<file path="src/rtl/placar_jogo_if.sv">
// placar_jogo_if: game inputs from the entities block and score/display outputs to the decoders
interface placar_jogo_if #(parameter int N_INIMIGOS = 5);
  logic                  pausa;
  logic                  reiniciar;
  logic [N_INIMIGOS-1:0] inimigo_vivo_array;
  logic                  perdeu;
  logic [3:0]            pontos_uni;
  logic [3:0]            pontos_dez;
  logic [3:0]            recorde_uni;
  logic [3:0]            recorde_dez;
  logic                  onda_completa;
  logic                  fim_de_jogo;
  logic                  apagar;
  modport master (
    output pausa, reiniciar, inimigo_vivo_array, perdeu,
    input  pontos_uni, pontos_dez, recorde_uni, recorde_dez, onda_completa, fim_de_jogo, apagar
  );
  modport slave (
    input  pausa, reiniciar, inimigo_vivo_array, perdeu,
    output pontos_uni, pontos_dez, recorde_uni, recorde_dez, onda_completa, fim_de_jogo, apagar
  );
endinterface

</file>
<file path="src/rtl/placar_jogo.sv">
// placar_jogo: saturating BCD score and high score with wave-clear / game-over FSM and blink control
module placar_jogo #(
  parameter int N_INIMIGOS         = 5,
  parameter int PONTOS_POR_INIMIGO = 1,
  parameter int BLINK_DIV          = 25000000
) (
  input logic         CLOCK_50,
  input logic         reset,
  placar_jogo_if.slave bus
);
  localparam int CW = $clog2(BLINK_DIV + 1);
  typedef enum logic [1:0] {JOGANDO, ONDA_LIMPA, FIM} estado_t;
  estado_t               estado_q, estado_d;
  logic [N_INIMIGOS-1:0] vivo_q, kills;
  logic [3:0]            uni_q, uni_d, dez_q, dez_d, rec_uni_q, rec_uni_d, rec_dez_q, rec_dez_d;
  logic                  onda_q, onda_d, apagar_q, apagar_d;
  logic [CW-1:0]         cnt_q, cnt_d;
  logic [15:0]           k, soma, sat;
  logic                  limpou, pontua, atualiza_rec, em_fim, fecha;
  always_ff @(posedge CLOCK_50 or posedge reset) begin
    if (reset) begin
      estado_q  <= JOGANDO;
      vivo_q    <= '0;
      uni_q     <= '0;
      dez_q     <= '0;
      rec_uni_q <= '0;
      rec_dez_q <= '0;
      onda_q    <= 1'b0;
      apagar_q  <= 1'b0;
      cnt_q     <= '0;
    end else begin
      estado_q  <= estado_d;
      vivo_q    <= bus.inimigo_vivo_array;
      uni_q     <= uni_d;
      dez_q     <= dez_d;
      rec_uni_q <= rec_uni_d;
      rec_dez_q <= rec_dez_d;
      onda_q    <= onda_d;
      apagar_q  <= apagar_d;
      cnt_q     <= cnt_d;
    end
  end
  assign limpou = estado_q == JOGANDO && bus.inimigo_vivo_array == '0 && vivo_q != '0;
  // perdeu outranks the wave clear; reiniciar outranks everything
  always_comb begin
    estado_d = estado_q;
    if (bus.reiniciar) estado_d = JOGANDO;
    else if (estado_q != FIM && !bus.pausa) begin
      if (bus.perdeu) estado_d = FIM;
      else if (limpou) estado_d = ONDA_LIMPA;
      else if (estado_q == ONDA_LIMPA && |bus.inimigo_vivo_array) estado_d = JOGANDO;
    end
  end
  always_comb begin
    kills = vivo_q & ~bus.inimigo_vivo_array;
    k = '0;
    for (int i = 0; i < N_INIMIGOS; i++) k = k + 16'(kills[i]);
    soma = 16'(dez_q) * 16'd10 + 16'(uni_q) + k * 16'(PONTOS_POR_INIMIGO);
    sat = soma > 16'd99 ? 16'd99 : soma;
    pontua = estado_q != FIM && !bus.pausa;
    uni_d = bus.reiniciar ? 4'd0 : pontua ? 4'(sat % 16'd10) : uni_q;
    dez_d = bus.reiniciar ? 4'd0 : pontua ? 4'(sat / 16'd10) : dez_q;
    // score is frozen in FIM, so checking every FIM cycle equals checking the first one
    atualiza_rec = estado_q == FIM && {dez_q, uni_q} > {rec_dez_q, rec_uni_q};
    rec_uni_d = atualiza_rec ? uni_q : rec_uni_q;
    rec_dez_d = atualiza_rec ? dez_q : rec_dez_q;
    em_fim = estado_q == FIM && !bus.reiniciar;
    fecha = cnt_q == CW'(BLINK_DIV - 1);
    cnt_d = (!em_fim || fecha) ? '0 : cnt_q + CW'(1);
    apagar_d = em_fim && (apagar_q ^ fecha);
    onda_d = estado_q == JOGANDO && estado_d == ONDA_LIMPA;
  end
  assign bus.pontos_uni    = uni_q;
  assign bus.pontos_dez    = dez_q;
  assign bus.recorde_uni   = rec_uni_q;
  assign bus.recorde_dez   = rec_dez_q;
  assign bus.onda_completa = onda_q;
  assign bus.fim_de_jogo   = estado_q == FIM;
  assign bus.apagar        = apagar_q;
endmodule

</file>
<file path="src/flat_wrapper.sv">
// flat-port wrapper written by rule: the top's interface ports become plain ports
module placar_jogo_flat 
#(
  parameter int N_INIMIGOS         = 5,
  parameter int PONTOS_POR_INIMIGO = 1,
  parameter int BLINK_DIV          = 25000000
)
  (CLOCK_50, reset, bus_pausa, bus_reiniciar, bus_inimigo_vivo_array, bus_perdeu, bus_pontos_uni, bus_pontos_dez, bus_recorde_uni, bus_recorde_dez, bus_onda_completa, bus_fim_de_jogo, bus_apagar);
  placar_jogo_if #(.N_INIMIGOS(N_INIMIGOS)) bus_i ();
  input logic CLOCK_50;
  input logic reset;
  input wire logic [$bits(bus_i.pausa)-1:0] bus_pausa;
  input wire logic [$bits(bus_i.reiniciar)-1:0] bus_reiniciar;
  input wire logic [$bits(bus_i.inimigo_vivo_array)-1:0] bus_inimigo_vivo_array;
  input wire logic [$bits(bus_i.perdeu)-1:0] bus_perdeu;
  output wire logic [$bits(bus_i.pontos_uni)-1:0] bus_pontos_uni;
  output wire logic [$bits(bus_i.pontos_dez)-1:0] bus_pontos_dez;
  output wire logic [$bits(bus_i.recorde_uni)-1:0] bus_recorde_uni;
  output wire logic [$bits(bus_i.recorde_dez)-1:0] bus_recorde_dez;
  output wire logic [$bits(bus_i.onda_completa)-1:0] bus_onda_completa;
  output wire logic [$bits(bus_i.fim_de_jogo)-1:0] bus_fim_de_jogo;
  output wire logic [$bits(bus_i.apagar)-1:0] bus_apagar;
  assign bus_i.pausa = bus_pausa;
  assign bus_i.reiniciar = bus_reiniciar;
  assign bus_i.inimigo_vivo_array = bus_inimigo_vivo_array;
  assign bus_i.perdeu = bus_perdeu;
  assign bus_pontos_uni = bus_i.pontos_uni;
  assign bus_pontos_dez = bus_i.pontos_dez;
  assign bus_recorde_uni = bus_i.recorde_uni;
  assign bus_recorde_dez = bus_i.recorde_dez;
  assign bus_onda_completa = bus_i.onda_completa;
  assign bus_fim_de_jogo = bus_i.fim_de_jogo;
  assign bus_apagar = bus_i.apagar;
  placar_jogo #(.N_INIMIGOS(N_INIMIGOS), .PONTOS_POR_INIMIGO(PONTOS_POR_INIMIGO), .BLINK_DIV(BLINK_DIV)) u_core (.CLOCK_50(CLOCK_50), .reset(reset), .bus(bus_i));
endmodule
</file>
<file path="config.mk">
export PLATFORM = sky130hd
export DESIGN_NAME = placar_jogo_flat
export DESIGN_NICKNAME = d
export VERILOG_FILES = /design/src/rtl/placar_jogo_if.sv /design/src/rtl/placar_jogo.sv /design/src/flat_wrapper.sv
export SDC_FILE = /design/constraint.sdc
export NUM_CORES = 1
export LEC_CHECK = 0
export CELL_PAD_IN_SITES_DETAIL_PLACEMENT = 1
export CELL_PAD_IN_SITES_GLOBAL_PLACEMENT = 1
export CORE_UTILIZATION = 46
export CTS_CLUSTER_SIZE = 10
export DETAILED_ROUTE_END_ITERATION = 6
export GPL_TIMING_DRIVEN = 0
export PLACE_DENSITY_LB_ADDON = 0.1
export SLEW_MARGIN = 20
export SYNTH_ARGS = -nofsm -noshare
export SYNTH_HDL_FRONTEND = slang
export SYNTH_SLANG_ARGS = --single-unit
</file>
<file path="constraint.sdc">
create_clock -name CLOCK_50 -period 5.3 [get_ports CLOCK_50]
set_input_delay 1.06 -clock CLOCK_50 [delete_from_list [all_inputs] [get_ports CLOCK_50]]
set_output_delay 1.06 -clock CLOCK_50 [all_outputs]
set_load 0.02 [all_outputs]
</file>
=== Word-level counts from Yosys, hierarchy flattened ===
Index checks and enable logic that the tools add are counted.
W data, S select, Z words.

* Bits of input ports: 10
* Logic and storage cells: 57
* Output and inout bits: 19
* Register bits after elaboration: 50

* Muxes and demuxes: 11
* Equal/unequal tests: 5
* Bitwise logic cells: 3
* Reductions and logical operators: 17
* Multiply operators: 1
* Add/sub/neg operators: 7
* Divide/modulo/power cells: 2
* Order comparisons: 2

{| class="wikitable"
|+ Operators with widths
! operator !! number
|-
| $add A16 B1 Y16 || 3
|-
| $add A25 B1 Y25 const B || 1
|-
| $eq A25 B25 Y1 const B || 1
|-
| $mux W25 || 1
|-
| $add A16 B16 Y16 || 1
|-
| $div A16 B4 Y16 const B || 1
|-
| $gt A16 B7 Y1 const B || 1
|-
| $mod A16 B4 Y16 const B || 1
|-
| $mux W16 || 1
|-
| $mux W4 || 4
|-
| $mux W2 || 5
|-
| $add A8 B4 Y9 || 1
|-
| $gt A8 B8 Y1 || 1
|-
| $logic_and A1 B1 Y1 || 8
|-
| $mul A4 B3 Y7 const B || 1
|-
| $and A5 B5 Y5 || 1
|-
| $logic_not A5 Y1 || 1
|-
| $not A5 Y5 || 1
|-
| $reduce_bool A5 Y1 || 1
|-
| $reduce_or A5 Y1 || 1
|-
| $eq A2 B1 Y1 const B || 2
|-
| $logic_not A1 Y1 || 3
|-
| $add A1 B1 Y2 || 1
|-
| $eq A2 B2 Y1 const B || 1
|-
| other kinds (5) || 5
|}

=== Longest topological paths before layout ===
* Depth after elaboration: 12
* Depth in mapped cells: 21
* Mapped depth without buffers: 20

=== Worst setup path after synthesis ===
No wires, ideal clock.

* Kind: input -> register
* Start: input bus_inimigo_vivo_array[0]
* End: register u_core.uni_q[2] (netlist: u_core.bus.pontos_uni[2])
* Setup time: 0.126 ns
* Path buffers: 1
* Required time: 5.174 ns
* Slack: -0.020 ns
* Stages on the path: 20
* Arrival time: 5.194 ns
* Cells stage by stage: nor2b_1 > ha_1 > inv_1 > fa_1 > inv_1 > fa_1 > fa_1 > a21o_1 > nand2_1 > buf_2 > nand3_1 > a2111oi_2 > nor4_4 > or2_1 > xnor2_1 > and2_1 > inv_1 > ha_1 > a211oi_1 > a311o_1

* Word-level cells in the longest chain between the ends: 12

{| class="wikitable"
|+ Ends and longest elaborated chain
! item !! line !! source
|-
| start, declared || flat_wrapper.sv:14 || <nowiki>input wire logic [$bits(bus_i.inimigo_vivo_array)-1:0] bus_inimigo_vivo_array;</nowiki>
|-
| $not A5 Y5 (*) || placar_jogo.sv:55 || <nowiki>kills = vivo_q & ~bus.inimigo_vivo_array;</nowiki>
|-
| $and A5 B5 Y5 (*) || placar_jogo.sv:55 ||
|-
| $add A1 B1 Y2 (*) || placar_jogo.sv:57 || <nowiki>for (int i = 0; i < N_INIMIGOS; i++) k = k + 16'(kills[i]);</nowiki>
|-
| $add A16 B1 Y16 (*) (3 in a row) || placar_jogo.sv:57 ||
|-
| $add A16 B16 Y16 (*) || placar_jogo.sv:58 || <nowiki>soma = 16'(dez_q) * 16'd10 + 16'(uni_q) + k * 16'(PONTOS_POR_INIMIGO);</nowiki>
|-
| $gt A16 B7 Y1 || placar_jogo.sv:59 || <nowiki>sat = soma > 16'd99 ? 16'd99 : soma;</nowiki>
|-
| $mux W16 (*) || placar_jogo.sv:59 ||
|-
| $mod A16 B4 Y16 (*) || placar_jogo.sv:61 || <nowiki>uni_d = bus.reiniciar ? 4'd0 : pontua ? 4'(sat % 16'd10) : uni_q;</nowiki>
|-
| $mux W4 (*) (2 in a row) || placar_jogo.sv:61 ||
|-
| end signal, assigned || placar_jogo.sv:34 || <nowiki>uni_q <= uni_d;</nowiki>
|-
| end, declared || placar_jogo.sv:15 || <nowiki>logic [3:0] uni_q, uni_d, dez_q, dez_d, rec_uni_q, rec_uni_d, rec_dez_q, rec_dez_d;</nowiki>
|}

Mark *: on every way between the ends. The rest lies on a longest branch, timed or not. The select of a mux whose other input is x is not followed.
A chain may end at the register's enable or synchronous reset.

=== Worst setup path in the final report ===
* Start: input bus_inimigo_vivo_array[2]
* End: register u_core.uni_q[2] (netlist: u_core.bus.pontos_uni[2])

* Word-level cells in the longest chain between the ends: 11

{| class="wikitable"
|+ Ends and longest elaborated chain
! item !! line
|-
| $not A5 Y5 (*) || placar_jogo.sv:55
|-
| $and A5 B5 Y5 (*) || placar_jogo.sv:55
|-
| $add A16 B1 Y16 (*) (3 in a row) || placar_jogo.sv:57
|-
| $add A16 B16 Y16 (*) || placar_jogo.sv:58
|-
| $gt A16 B7 Y1 || placar_jogo.sv:59
|-
| $mux W16 (*) || placar_jogo.sv:59
|-
| $mod A16 B4 Y16 (*) || placar_jogo.sv:61
|-
| $mux W4 (*) (2 in a row) || placar_jogo.sv:61
|}

Marked as above.

==> out/qor.log <==
[yosys] mean instance size in the synthesized netlist 8.964 µm²
[sta] final-layout worst hold slack 506.6 ps
[placed_design] routability-driven placement congestion ratio 0.8601
[yosys] number of register bits inferred by synthesis 50
[sta] Setup WS post-layout 148.8 ps
[clock_tree] clock latency reported for the late side of the worst-skew pair 300 ps
[clock_tree] CTS clock-pin slew for the worst setup and hold paths 90 ps
[power] pwr dens 209.7 nW/µm²
[sta] final number of setup-violating endpoints 0
[critical_path] type of the worst setup path primary input to flip-flop
[flow_run] maxcap violations 0
[floorplanning] row count 33
[sta] Peak Freq 194.1 MHz
[final_layout] area of the multi-input gates 2629 µm²
[critical_path] Critical Path Sink Type flip-flop
[global_routing] sum of overflow across all layers after global routing 0
[status] status finished clean
[final_layout] final net count 519
[yosys] number of synthesized flops with an enable pin 0
[yosys] Post-Synthesis Net Count 476
[critical_path] Worst Path Max Fanout 4
[final_layout] FF+latch area 1251 µm²
[critical_path] slowest stage cell on the critical path fa_1
[clock_tree] hold buffer count at cts 0
[clock_tree] buffer type at the clock tree root clkbuf_8
[yosys] biggest area contributors in the synthesized netlist dfrtp_1 (32%), ha_1 (7.0%), nor2_1 (4.8%), xor2_1 (3.8%), xnor2_1 (3.6%)
[global_routing] largest net degree at the start of global routing 28
[global_routing] vias in the first global route 3689
[critical_path] arrival time at the worst endpoint 5340 ps
[sta] worst-case headroom to the max-slew limit 58.19%
[route] DRC Markers 0
[route] Routed WL 10.95 mm
[placed_design] I/O Buffers 28
[floorplanning] die area 8928 µm²
[placed_design] worst setup slack before clock tree synthesis -992.7 ps
[final_layout] antenna diode instance count 0
[power] Static Leak 1.912 nW
[sta] fin crit share 97.19%
[critical_path] cells along the critical path clkdlybuf4s50_1 > nand2b_1 > fa_1 > inv_1 > fa_2 > fa_2 > a21o_4 > nand2_2 > buf_6 > nand3_4 > a2111oi_4 > nor4_4 > or2_1 > xnor2_1 > and2_1 > inv_1 > ha_2 > a211oi_1 > a311o_1
[yosys] post-synthesis async set-or-reset flop share 100.0%
[floorplanning] Top Ports 29
[yosys] dominant cell type by area after synthesis dfrtp_1
[clock_tree] Sink Count 50
[final_layout] fraction of layout instances using a drive strength above 1 14.49%
[route] average wire per standard cell 18.62 µm
[final_layout] fill cell count 989
[placed_design] detailed placement HPWL 8.506 mm
[route] number of vias per cell after detailed routing 5.954
[floorplanning] area of the core 8258 µm²
[sta] number of hold violations in the final report 0
[min_path] class of the worst hold path flip-flop to flip-flop
[route] total number of vias 3501
[yosys] Yosys top cell area share 31.80%
[floorplanning] floorplan die height 94.49 µm
[global_routing] initial antenna violation count 0
[route] DRC violation total after the first TritonRoute iteration 100
[clock_tree] clock tree from TritonCTS yes
[yosys] portion of the post-synthesis area used by sequential elements 31.80%
[route] count of TritonRoute iterations in the first routing pass 4
[sta] Min Clock Period, post-route 5151 ps
[yosys] post-synth design cell area 3935 µm²
[clock_tree] deepest clock path buffer count 2
[yosys] Syn. warnings 0
[critical_path] biggest cell delay along the critical path 520 ps
[clock_tree] number of levels in the clock H-tree 2
[route] ANT nets after route 0
[yosys] most used flip-flop cell after synthesis dfrtp_1
[sta] Worst Clk Skew 4.790 ps
[floorplanning] width of the die 94.49 µm
[critical_path] startpoint type of the worst setup path primary input
[global_routing] global-route wire length before repair 18.26 mm
[critical_path] required time worst endpoint 5490 ps
[global_routing] all-layer global routing usage 26.04%
[final_layout] post-synthesis to final-layout area growth 17.58%
[yosys] Yosys cell types 80
[sta] Max Transition Viols Final 0
[sta] transition time at the pin with the least slew margin 624.1 ps
[floorplanning] starting density of the core 47.65%
[power] worst supply voltage drop on vdd 0.1090 mV
[clock_tree] Inserted Clock Buffers 5
[yosys] number of instances in the synthesized netlist 439
## stage by stage
stage	setup TNS, ps	cell area, µm²	utilization [%]	total power [mW]	cells
detailed placement	-3329	4379	53.03	0.7375	573
floorplan	0	3948	-	0.6236	439
global placement	-2750	4359	52.79	0.7203	572
global route	-23.52	4627	56.03	1.028	588
finish	0	4627	56.03	0.9704	588
CTS	0	4609	55.82	0.9795	587
## kinds of logic (layout without fill, tap and decap cells)
group / count (synthesis) / after routing / synth area share (%)
AO/OA/AOI/OAI: 107 / 107 / 21.02
XOR/XNOR: 37 / 37 / 9.157
adder cells (fa/ha/maj): 27 / 27 / 9.539
buffers and inverters: 36 / 80 / 4.102
flip-flops: 50 / 50 / 31.80
multiplexers: 3 / 3 / 0.9220
AND/OR/NAND/NOR: 179 / 179 / 23.47
## what timing repair did
item | 4_1_cts | 5_1_grt
pin swaps | 9 | 5
gates resized for setup | 21 | 3
gates cloned | 0 | 0
setup endpoints to repair | 4 | 2
buffers inserted | 6 | 1
## report_power, final
part / internal [mW] / total, mW / switching, mW
clock network: 0.105 / 0.228 / 0.123
logic: 0.136 / 0.313 / 0.178
registers: 0.405 / 0.429 / 0.0237
## routing by layer
| layer | GRT usage, % | wire, µm | vias up |
|---|---|---|---|
| met5 | 0 | 0 | - |
| met4 | 8.081 | 242 | 0 |
| met3 | 2.093 | 107 | 16 |
| met2 | 49.46 | 5952 | 30 |
| met1 | 30.84 | 4647 | 1770 |
| li1 | - | - | 1685 |
## sequential cells by signal, indices dropped and copies added (netlist names)
signal / cells
u_core.bus.apagar: 1
u_core.cnt_q: 25
u_core.bus.recorde_dez: 4
u_core.estado_q: 2
u_core.bus.onda_completa: 1
u_core.vivo_q: 5
u_core.bus.pontos_dez: 4
u_core.bus.recorde_uni: 4
u_core.bus.pontos_uni: 4
## worst max-delay path, delay by kind of cell
| kind | cells | cell delay, ps |
|---|---|---|
| AOI/OAI and AO/OA | 4 | 1000 |
| buffers and inverters | 4 | 660 |
| adders and majority gates | 4 | 1560 |
| xor gates and xnor gates | 1 | 160 |
| and+or+nand+nor | 6 | 880 |
## placed cells by master (no fill, tap or decap), types with 8 or more instances in the layout
cell type / n
xnor2_1: 15
a21oi_1: 11
buf_4: 11
dfrtp_1: 50
clkdlybuf4s50_1: 26
nor2_1: 49
nand4_1: 9
xor2_1: 17
o21ai_0: 22
nor2b_1: 8
inv_1: 16
nand3_1: 21
nand2_1: 34
ha_1: 21
nor3_1: 9
## cell usage after synthesis, drive strengths merged (2+ instances only)
cell,instances
xor2,19
nand3,24
o211a,2
nand2,35
and2,5
a22o,2
a21oi,15
nor4b,2
a311o,2
o22ai,6
a41oi,2
a211oi,9
mux2,2
a21o,6
nor4,7
xnor2,17
nand4,9
a211o,2
or3,2
nor2,55
a31oi,6
dfrtp,50
o32ai,2
a2111oi,5
nor3,9
a221oi,2
and3,7
or2,4
o311ai,2
nand2b,6
buf,13
ha,22
clkbuf,6
o31ai,5
nor2b,8
a22oi,2
fa,5
inv,17
o21ai,25
and4,3
## worst paths after layout
path / endpoint / startpoint / cells after the start / slack [ps]
min in group asynchronous: u_core.bus.onda_completa / reset / 2 / 1130
hold reg to reg: u_core.cnt_q[0] / u_core.cnt_q[0] / 1 / 510
setup reg to reg: u_core.bus.pontos_uni[2] / u_core.vivo_q[0] / 20 / 670
max in group asynchronous: u_core.bus.recorde_uni[2] / reset / 3 / 3640
setup / recovery: u_core.bus.pontos_uni[2] / bus_inimigo_vivo_array[2] / 19 / 150
hold / removal: u_core.cnt_q[0] / u_core.cnt_q[0] / 1 / 510
## layout make-up
class	count	area share, %
Clock inverter	2	0.2704
Clock buffer	6	1.785
Sequential cell	50	27.04
Multi-Input combinational cell	353	56.81
Tap cell	105	2.839
Timing Repair Buffer	36	7.626
Inverter	17	1.379
Buffer	19	2.244
Note: power is estimated with default switching activity, not from simulation.
